`config.mk`:
```
export PLATFORM = sky130hd
export DESIGN_NAME = bin_to_bcd_seq_flat
export DESIGN_NICKNAME = d
export VERILOG_FILES = /design/src/rtl/bin_to_bcd_seq_pkg.sv /design/src/rtl/bin_to_bcd_seq_if.sv /design/src/rtl/bin_to_bcd_seq_digit_adjust.sv /design/src/rtl/bin_to_bcd_seq.sv /design/src/flat_wrapper.sv
export SDC_FILE = /design/constraint.sdc
export NUM_CORES = 1
export LEC_CHECK = 0
export BUFFER_PORTS_ARGS = -buffer_cell sky130_fd_sc_hd__buf_2
export CAP_MARGIN = 5
export CORE_MARGIN = 2
export CORE_UTILIZATION = 52
export DETAILED_ROUTE_END_ITERATION = 8
export PLACE_DENSITY = 0.78
export SETUP_SLACK_MARGIN = 0.4
export SLEW_MARGIN = 0
export SYNTH_ARGS = -nofsm -noshare
export SYNTH_HDL_FRONTEND = slang
export SYNTH_HIERARCHICAL = 1
export SYNTH_SLANG_ARGS = --single-unit
```
`constraint.sdc`:
```
create_clock -name clk -period 1.42 [get_ports clk]
set_input_delay 0.142 -clock clk [delete_from_list [all_inputs] [get_ports clk]]
set_output_delay 0.142 -clock clk [all_outputs]
set_load 0.02 [all_outputs]
```
`src/rtl/bin_to_bcd_seq_pkg.sv`:
```
// Shared display package: BCD digit constants and converter state encoding.
// Imported by the binary-to-BCD converter and its digit-adjust cell.
package bin_to_bcd_seq_pkg;

  localparam int DIGIT_W = 4;

  localparam logic [DIGIT_W-1:0] ADJ_THRESH = 4'd5;
  localparam logic [DIGIT_W-1:0] ADJ_ADD    = 4'd3;

  typedef enum logic {
    IDLE,
    CONVERT
  } state_t;

  // Largest value representable in n decimal digits.
  function automatic int unsigned max_dec(input int n);
    int unsigned v;
    v = 1;
    for (int i = 0; i < n; i++) v = v * 10;
    return v - 1;
  endfunction

endpackage

```
`src/rtl/bin_to_bcd_seq_if.sv`:
```
// Start/busy/done handshake bundle for the binary-to-BCD converter.
// The requester uses master, the converter uses slave.
interface bin_to_bcd_seq_if #(
  parameter int BIN_W  = 14,
  parameter int DIGITS = 4
);

  logic                  start;
  logic [BIN_W-1:0]      bin;
  logic                  busy;
  logic                  done;
  logic [4*DIGITS-1:0]   bcd;
  logic                  overflow;

  modport master (
    output start, bin,
    input  busy, done, bcd, overflow
  );

  modport slave (
    input  start, bin,
    output busy, done, bcd, overflow
  );

endinterface

```
`src/rtl/bin_to_bcd_seq_digit_adjust.sv`:
```
// Double-dabble correction for one BCD digit: add 3 when the digit is >= 5.
// Purely combinational; the carry out of the digit is dropped.
module bcd_digit_adjust
  import bin_to_bcd_seq_pkg::*;
(
  input  logic [DIGIT_W-1:0] d,
  output logic [DIGIT_W-1:0] q
);

  always_comb begin
    q = d;
    if (d >= ADJ_THRESH) q = d + ADJ_ADD;
  end

endmodule

```
`src/rtl/bin_to_bcd_seq.sv`:
```
// Sequential shift-and-add-3 binary to packed BCD converter, one bit per clock.
// Results saturate to all nines when the input exceeds the digit range.
module bin_to_bcd_seq
  import bin_to_bcd_seq_pkg::*;
#(
  parameter int BIN_W  = 14,
  parameter int DIGITS = 4
) (
  input logic             clk,
  input logic             rst,
  bin_to_bcd_seq_if.slave io
);

  localparam int SW = DIGIT_W * DIGITS;
  localparam int CW = $clog2(BIN_W);
  localparam int WW = SW + BIN_W;

  localparam logic [CW-1:0] LAST  = CW'(BIN_W - 1);
  localparam logic [31:0]   MAXV  = 32'(max_dec(DIGITS));
  localparam logic [SW-1:0] NINES = {DIGITS{4'h9}};

  state_t state, state_nx;

  logic [BIN_W-1:0] shift;
  logic [SW-1:0]    scratch;
  logic [SW-1:0]    adj;
  logic [WW-1:0]    shifted;
  logic [CW-1:0]    cnt;
  logic             pend;
  logic             over;
  logic [SW-1:0]    bcd_q;
  logic             ovf_q;
  logic             done_q;
  logic             load;
  logic             step;
  logic             last;

  for (genvar i = 0; i < DIGITS; i++) begin : g_adj
    bcd_digit_adjust u_adj (
      .d (scratch[i*DIGIT_W +: DIGIT_W]),
      .q (adj[i*DIGIT_W +: DIGIT_W])
    );
  end

  assign shifted = {adj, shift} << 1;
  assign over    = {{(32-BIN_W){1'b0}}, io.bin} > MAXV;
  assign last    = (cnt == LAST);

  always_ff @(posedge clk or posedge rst) begin
    if (rst) state <= IDLE;
    else     state <= state_nx;
  end

  always_comb begin
    state_nx = state;
    case (state)
      IDLE:    if (io.start) state_nx = CONVERT;
      CONVERT: if (last)     state_nx = IDLE;
      default: state_nx = IDLE;
    endcase
  end

  always_comb begin
    load    = 1'b0;
    step    = 1'b0;
    io.busy = 1'b0;
    unique case (1'b1)
      (state == IDLE):    load = io.start;
      (state == CONVERT): begin
        step    = 1'b1;
        io.busy = 1'b1;
      end
      default: ;
    endcase
  end

  // Published result only moves on the final step, never mid-conversion.
  always_ff @(posedge clk or posedge rst) begin
    if (rst) begin
      shift   <= '0;
      scratch <= '0;
      cnt     <= '0;
      pend    <= 1'b0;
      bcd_q   <= '0;
      ovf_q   <= 1'b0;
      done_q  <= 1'b0;
    end else begin
      done_q <= 1'b0;
      if (load) begin
        shift   <= io.bin;
        scratch <= '0;
        cnt     <= '0;
        pend    <= over;
      end else if (step) begin
        {scratch, shift} <= shifted;
        cnt <= cnt + CW'(1);
        if (last) begin
          bcd_q  <= pend ? NINES : shifted[WW-1 -: SW];
          ovf_q  <= pend;
          done_q <= 1'b1;
        end
      end
    end
  end

  assign io.done     = done_q;
  assign io.bcd      = bcd_q;
  assign io.overflow = ovf_q;

endmodule

```
`src/flat_wrapper.sv`:
```
// flat-port wrapper written by rule: the top's interface ports become plain ports
module bin_to_bcd_seq_flat import bin_to_bcd_seq_pkg::*;
#(
  parameter int BIN_W  = 14,
  parameter int DIGITS = 4
)
  (clk, rst, io_start, io_bin, io_busy, io_done, io_bcd, io_overflow);
  bin_to_bcd_seq_if #(.BIN_W(BIN_W), .DIGITS(DIGITS)) io_i ();
  input logic clk;
  input logic rst;
  input wire logic [$bits(io_i.start)-1:0] io_start;
  input wire logic [$bits(io_i.bin)-1:0] io_bin;
  output wire logic [$bits(io_i.busy)-1:0] io_busy;
  output wire logic [$bits(io_i.done)-1:0] io_done;
  output wire logic [$bits(io_i.bcd)-1:0] io_bcd;
  output wire logic [$bits(io_i.overflow)-1:0] io_overflow;
  assign io_i.start = io_start;
  assign io_i.bin = io_bin;
  assign io_busy = io_i.busy;
  assign io_done = io_i.done;
  assign io_bcd = io_i.bcd;
  assign io_overflow = io_i.overflow;
  bin_to_bcd_seq #(.BIN_W(BIN_W), .DIGITS(DIGITS)) u_core (.clk(clk), .rst(rst), .io(io_i));
endmodule
```
==> results of run 1 <==
timing repair:
| action | 4_1_cts | 5_1_grt |
|---|---|---|
| endpoints found under the hold margin | 54 | 0 |
| hold buffers | 1 | 0 |
| setup buffers | 22 | 25 |
| pin swaps | 25 | 35 |
| gates resized for setup | 80 | 85 |
| endpoints found under the setup margin | 49 | 64 |
| gates cloned | 4 | 3 |
area by class of cell:
class / instances / area, um2 / share of cell area (%)
Tap cell: 70 / 87.6 / 2.04
Inverter: 11 / 50.0 / 1.16
Timing Repair Buffer: 98 / 968 / 22.5
Multi-Input combinational cell: 205 / 1750 / 40.6
Clock buffer: 8 / 90.1 / 2.09
Sequential cell: 54 / 1360 / 31.6
registers in the layout, indices dropped and copies added, names as in the netlist:
signal              flops
u_core/shift           14
u_core/state            1
u_core/io.done          1
u_core/cnt              4
u_core/scratch         16
u_core/io.overflow      1
u_core/io.bcd          16
u_core/pend             1
power groups by stage:
stage | registers (mW) | logic (mW) | clock network (mW)
2_1_floorplan | 2.99 | 2.63 | 0
3_3_place_gp | 2.87 | 3.36 | 0
3_5_place_dp | 2.90 | 3.50 | 0
4_1_cts | 2.88 | 4.75 | 0.900
5_1_grt | 3.10 | 7.01 | 0.976
6_report | 3.03 | 6.57 | 0.905
per-layer routing:
metal / vias up / global-route usage [%] / share of wire [%]
met5: - / 0 / 0
met2: 57 / 40.6 / 56
met3: 21 / 2.61 / 2.8
met4: 0 / 8.00 / 3.0
met1: 1214 / 28.3 / 39
li1: 1123 / - / -
worst paths after layout:
| check | start | end | slack [ns] | cells past startpoint |
|---|---|---|---|---|
| worst max register to register | u_core/scratch[8]$_DFFE_PP0P_ | u_core/io.bcd[10]$_DFFE_PP0P_ | -0.12 | 6 |
| worst max-delay path | u_core/scratch[8]$_DFFE_PP0P_ | u_core/io.bcd[10]$_DFFE_PP0P_ | -0.12 | 6 |
| worst min register to register | u_core/io.bcd[8]$_DFFE_PP0P_ | u_core/io.bcd[8]$_DFFE_PP0P_ | 0.50 | 2 |
| max in group asynchronous | rst | u_core/scratch[8]$_DFFE_PP0P_ | 0.66 | 4 |
| min in group asynchronous | rst | u_core/io.bcd[2]$_DFFE_PP0P_ | 0.46 | 4 |
| worst min-delay path | io_bin[4] | u_core/shift[4]$_DFFE_PP0P_ | 0.12 | 3 |
worst min-delay path, delay by kind of cell:
family	cells	cell delay (ns)
multiplexers	1	0.07
AO/OA/AOI/OAI	1	0.10
buffers and inverters	1	0.08
stage by stage:
step | hold WS (ns) | setup TNS (ns) | utilization (%) | area (um2) | total power, mW
floorplan | 0.210 | 0 | - | 2880 | 5.62
global placement | 0.235 | 0 | 61.3 | 3110 | 6.23
detailed placement | 0.239 | -0.0781 | 61.3 | 3110 | 6.40
CTS | 0.0889 | -0.0864 | 73.5 | 3730 | 8.53
global route | 0.138 | -1.49 | 84.8 | 4300 | 11.1
finish | 0.117 | -0.554 | 84.8 | 4300 | 10.5
==> impl_metrics.toml, run 1 <==
[setup_path]
end_kind = "flip-flop"
path_class = "reg2reg"
worstPathRequired_ns = 1.63
critPathMaxStageDelay_ns = 0.46
cp.arrival_ns = 1.75
crit_family = "flip-flops"
path_cells = "ha_4 > nand2b_4 > a21oi_4 > mux2i_2 > nand2b_1 > o21ai_1"
path_max_fanout = 4
startpoint_type = "flip-flop"
cp_slowest_cell = "dfrtp_2"
crit_buf_inv = 0

[timing]
tightest_slew_ns = 0.384
clock_skew_ns = 0.0193
finalHoldViolCount = 0
post-route-min-period_ns = 1.54
final.period_utilization_pct = 108
rsz0062_at_grt = "true"
slew_headroom_pct = 74.4
fmax_ghz = 0.650
slew_viol_final = 0
fin_ws_ns = -0.118
setup_violations = 9

[die]
dieWidth_um = 76.1
core_area_um2 = 5070
die_area_um2 = 5790
placement_rows = 26
start_util_pct = 53.3
die_h_um = 76.1
ioPinCount = 36

[route]
avgViaCountPerCell = 5.41
dr.pass1.iters = 4
postRouteAntennaNets = 0
drtIter0Drc = 87
drc = 0
num_vias = 2415
wl_per_cell_um = 17.9
routed_wl_um = 7970

[logic_synthesis]
syn_nets = 312
yosys_warnings = 6
avgSynthCellArea_um2 = 9.48
syn_area_um2 = 2700
synthCells = 285

[placement]
io_buffers = 35
place_congestion = 0.812
dp.cells = 383
place_hpwl_um = 3530
place_ws_ns = -0.0396

[cts]
cts-root-buf = "clkbuf_8"
cts_sinks = 54
clk_latency_ns = 0.32
cts_made_buffers = 5
clock_path_buffers = 2
path_clk_slew_ns = 0.09
cts_tree = "built"
cts_max_level = 2

[global_routing]
grt_pass1_vias = 2280
grt_pass1_wl_um = 10600
track_usage_pct = 22.6
antenna_found_initial = 0
grt_max_degree = 55
overflow = 0

[pwr]
clkPwrFrac_pct = 8.6
intPower_mw = 6.05
powerDensity_nw_per_um2 = 2440
ir_drop_uv = 1130
p_sw_share_pct = 42.4
p_sw_mw = 4.45
combPwrFrac_pct = 62.6
p_leak_nw = 1.99
pwr-share-seq_pct = 28.8

[layout]
layout_common_cells = "dfrtp_1 (49), nand2_1 (32), o21ai_1 (32), buf_4 (31), buf_2 (27)"
drive_above_1_share_pct = 53.2
nFillCells = 263
mostFrequentLayoutCell = "dfrtp_1"
antennaDiodeCount = 0
areaGrowthSynthToFinish_pct = 59.2
fin_cells = 446
nNetsFinal = 402

[run_status]
status = "complete, but fails checks"
failed_checks = "setup timing"

[run]
cap_viol_max_count = 0

[min_path]
min_path_type = "in2reg"
(Power assumes the default switching activity.)
==> inputs of run 2 (changes only) <==
Settings changed: REMOVE_ABC_BUFFERS from default to 1.
==> impl_metrics.toml, run 2 (synthesized netlist as in run 1, its figures left out) <==
[run_status]
status = "complete, but fails checks"
failed_checks = "setup timing"

[setup_path]
cp.arrival_ns = 1.79
path_cells = "ha_4 > nand2b_4 > a21oi_4 > mux2i_2 > nand2b_1 > o21ai_1"
critPathMaxStageDelay_ns = 0.46
regToRegSetupSlack_ns = -0.14
r2r-end = "u_core/io.bcd[2]$_DFFE_PP0P_"
worstPathRequired_ns = 1.65
setup.worst_path.start = "u_core/scratch[0]$_DFFE_PP0P_"
startpoint_type = "flip-flop"
r2r_start = "u_core/scratch[0]$_DFFE_PP0P_"
path_max_fanout = 3
end_kind = "flip-flop"
reg2reg_depth = 6
path_class = "reg2reg"
cp_slowest_cell = "dfrtp_2"

[route]
routed_wl_um = 8440
drc = 0
num_vias = 2490
postRouteAntennaNets = 0
dr.pass1.iters = 4
wl_per_cell_um = 18.7
avgViaCountPerCell = 5.53
drtIter0Drc = 156

[run]
cap_viol_max_count = 0

[min_path]
hp-start = "io_bin[2]"
holdPathEnd = "u_core/shift[2]$_DFFE_PP0P_"
hold_depth = 3
min_path_type = "in2reg"

[global_routing]
grt_pass1_wl_um = 10700
grt_max_degree = 23
overflow = 0
grt_pass1_vias = 2228
track_usage_pct = 23.1
antenna_found_initial = 0

[die]
start_util_pct = 53.3
placement_rows = 26
dieWidth_um = 76.1
core_area_um2 = 5070
ioPinCount = 36
die_h_um = 76.1
die_area_um2 = 5790

[placement]
io_buffers = 35
place_hpwl_um = 3770
place_congestion = 0.780

[layout]
antennaDiodeCount = 0
nNetsFinal = 406
mostFrequentLayoutCell = "dfrtp_1"
layout_common_cells = "dfrtp_1 (48), o21ai_1 (35), buf_4 (34), nand2_1 (33)"
drive_above_1_share_pct = 54.7
areaGrowthSynthToFinish_pct = 58.9
fin_util_pct = 84.6

[cts]
cts_max_level = 2
clock_path_buffers = 2
path_clk_slew_ns = 0.10
cts_sinks = 54
clk_latency_ns = 0.32
cts_made_buffers = 5
cts-root-buf = "clkbuf_8"
cts_tree = "built"

[timing]
rsz0062_at_grt = "true"
tns_ns = -0.870
tightest_slew_ns = 0.446
fmax_ghz = 0.641
final.period_utilization_pct = 110
fin_ws_ns = -0.139
slew_headroom_pct = 70.3
setup_violations = 14
clock_skew_ns = 0.0138
finalHoldViolCount = 0
post-route-min-period_ns = 1.56
slew_viol_final = 0

[pwr]
ir_drop_uv = 1910
p_leak_nw = 1.99
powerDensity_nw_per_um2 = 2530
-- run 2: changes by cell type in the layout (fill, tap and decap cells not counted), sizes merged --
cell | previous run | this run
clkbuf | 10 | 8
clkinv | 0 | 2
buf | 94 | 100
clkinvlp | 1 | 0
bufbuf | 1 | 0
-- run 2: critical path, delay by kind of cell, from the launching register on --
kind                       cells  cell delay [ns]
AOI/OAI and AO/OA              2             0.31
muxes                          1             0.28
adders and majority gates      1             0.17
and+or+nand+nor                2             0.27
DFF                            1             0.46
-- run 2: worst max-delay path by stage --
stage	endpoint	slack (ns)
detailed placement	u_core/io.bcd[6]$_DFFE_PP0P_	-0.09
global route	u_core/io.bcd[10]$_DFFE_PP0P_	-0.25
CTS	u_core/io.bcd[2]$_DFFE_PP0P_	-0.004
finish	u_core/io.bcd[2]$_DFFE_PP0P_	-0.14
floorplan	u_core/io.bcd[13]$_DFFE_PP0P_	-0.73
global placement	u_core/io.bcd[6]$_DFFE_PP0P_	-0.005
-- run 2: metrics by stage --
stage	setup WS, ns	hold WS (ns)	power (mW)	cell area (um2)	std cells
after detailed placement	-0.0850	0.145	6.26	3090	400
final	-0.139	0.112	10.9	4290	450
after global routing	-0.249	0.108	11.4	4290	450
after floorplan	-0.734	0.240	5.00	2620	270
after global placement	-0.00506	0.140	6.07	3090	400
after CTS	-0.00396	0.0939	8.55	3680	425
-- run 2: report_power, final --
group	internal [mW]	switching (mW)	total [mW]
clock	0.396	0.521	0.917
sequential	2.21	0.731	2.95
combinational	3.60	3.42	7.02
total	6.21	4.67	10.9
-- run 2: final cells by class --
type | count | area, um2
clock buffers | 7 | 86.3
clock inverters | 1 | 5.00
fillers | 253 | 781
inverters | 11 | 45.0
multi-input cells | 205 | 1750
flip-flops and latches | 54 | 1360
well taps | 70 | 87.6
repair buffers | 102 | 958
-- run 2: timing repair --
action | 4_1_cts | 5_1_grt
pin swaps | 21 | 40
resized for setup | 96 | 115
setup buffers | 13 | 24
hold endpoints to repair | 15 | 0
hold buffers | 1 | 0
endpoints found under the setup margin | 42 | 79
cloned | 3 | 1
-- run 2: routing by layer --
metal	part of all wire (%)	global-route usage (%)	wire, um	vias up
met4	3.0	7.45	252	0
met5	0	0	0	-
met1	41	28.6	3420	1239
met2	52	41.5	4400	89
met3	4.3	3.79	363	25
li1	-	-	-	1137
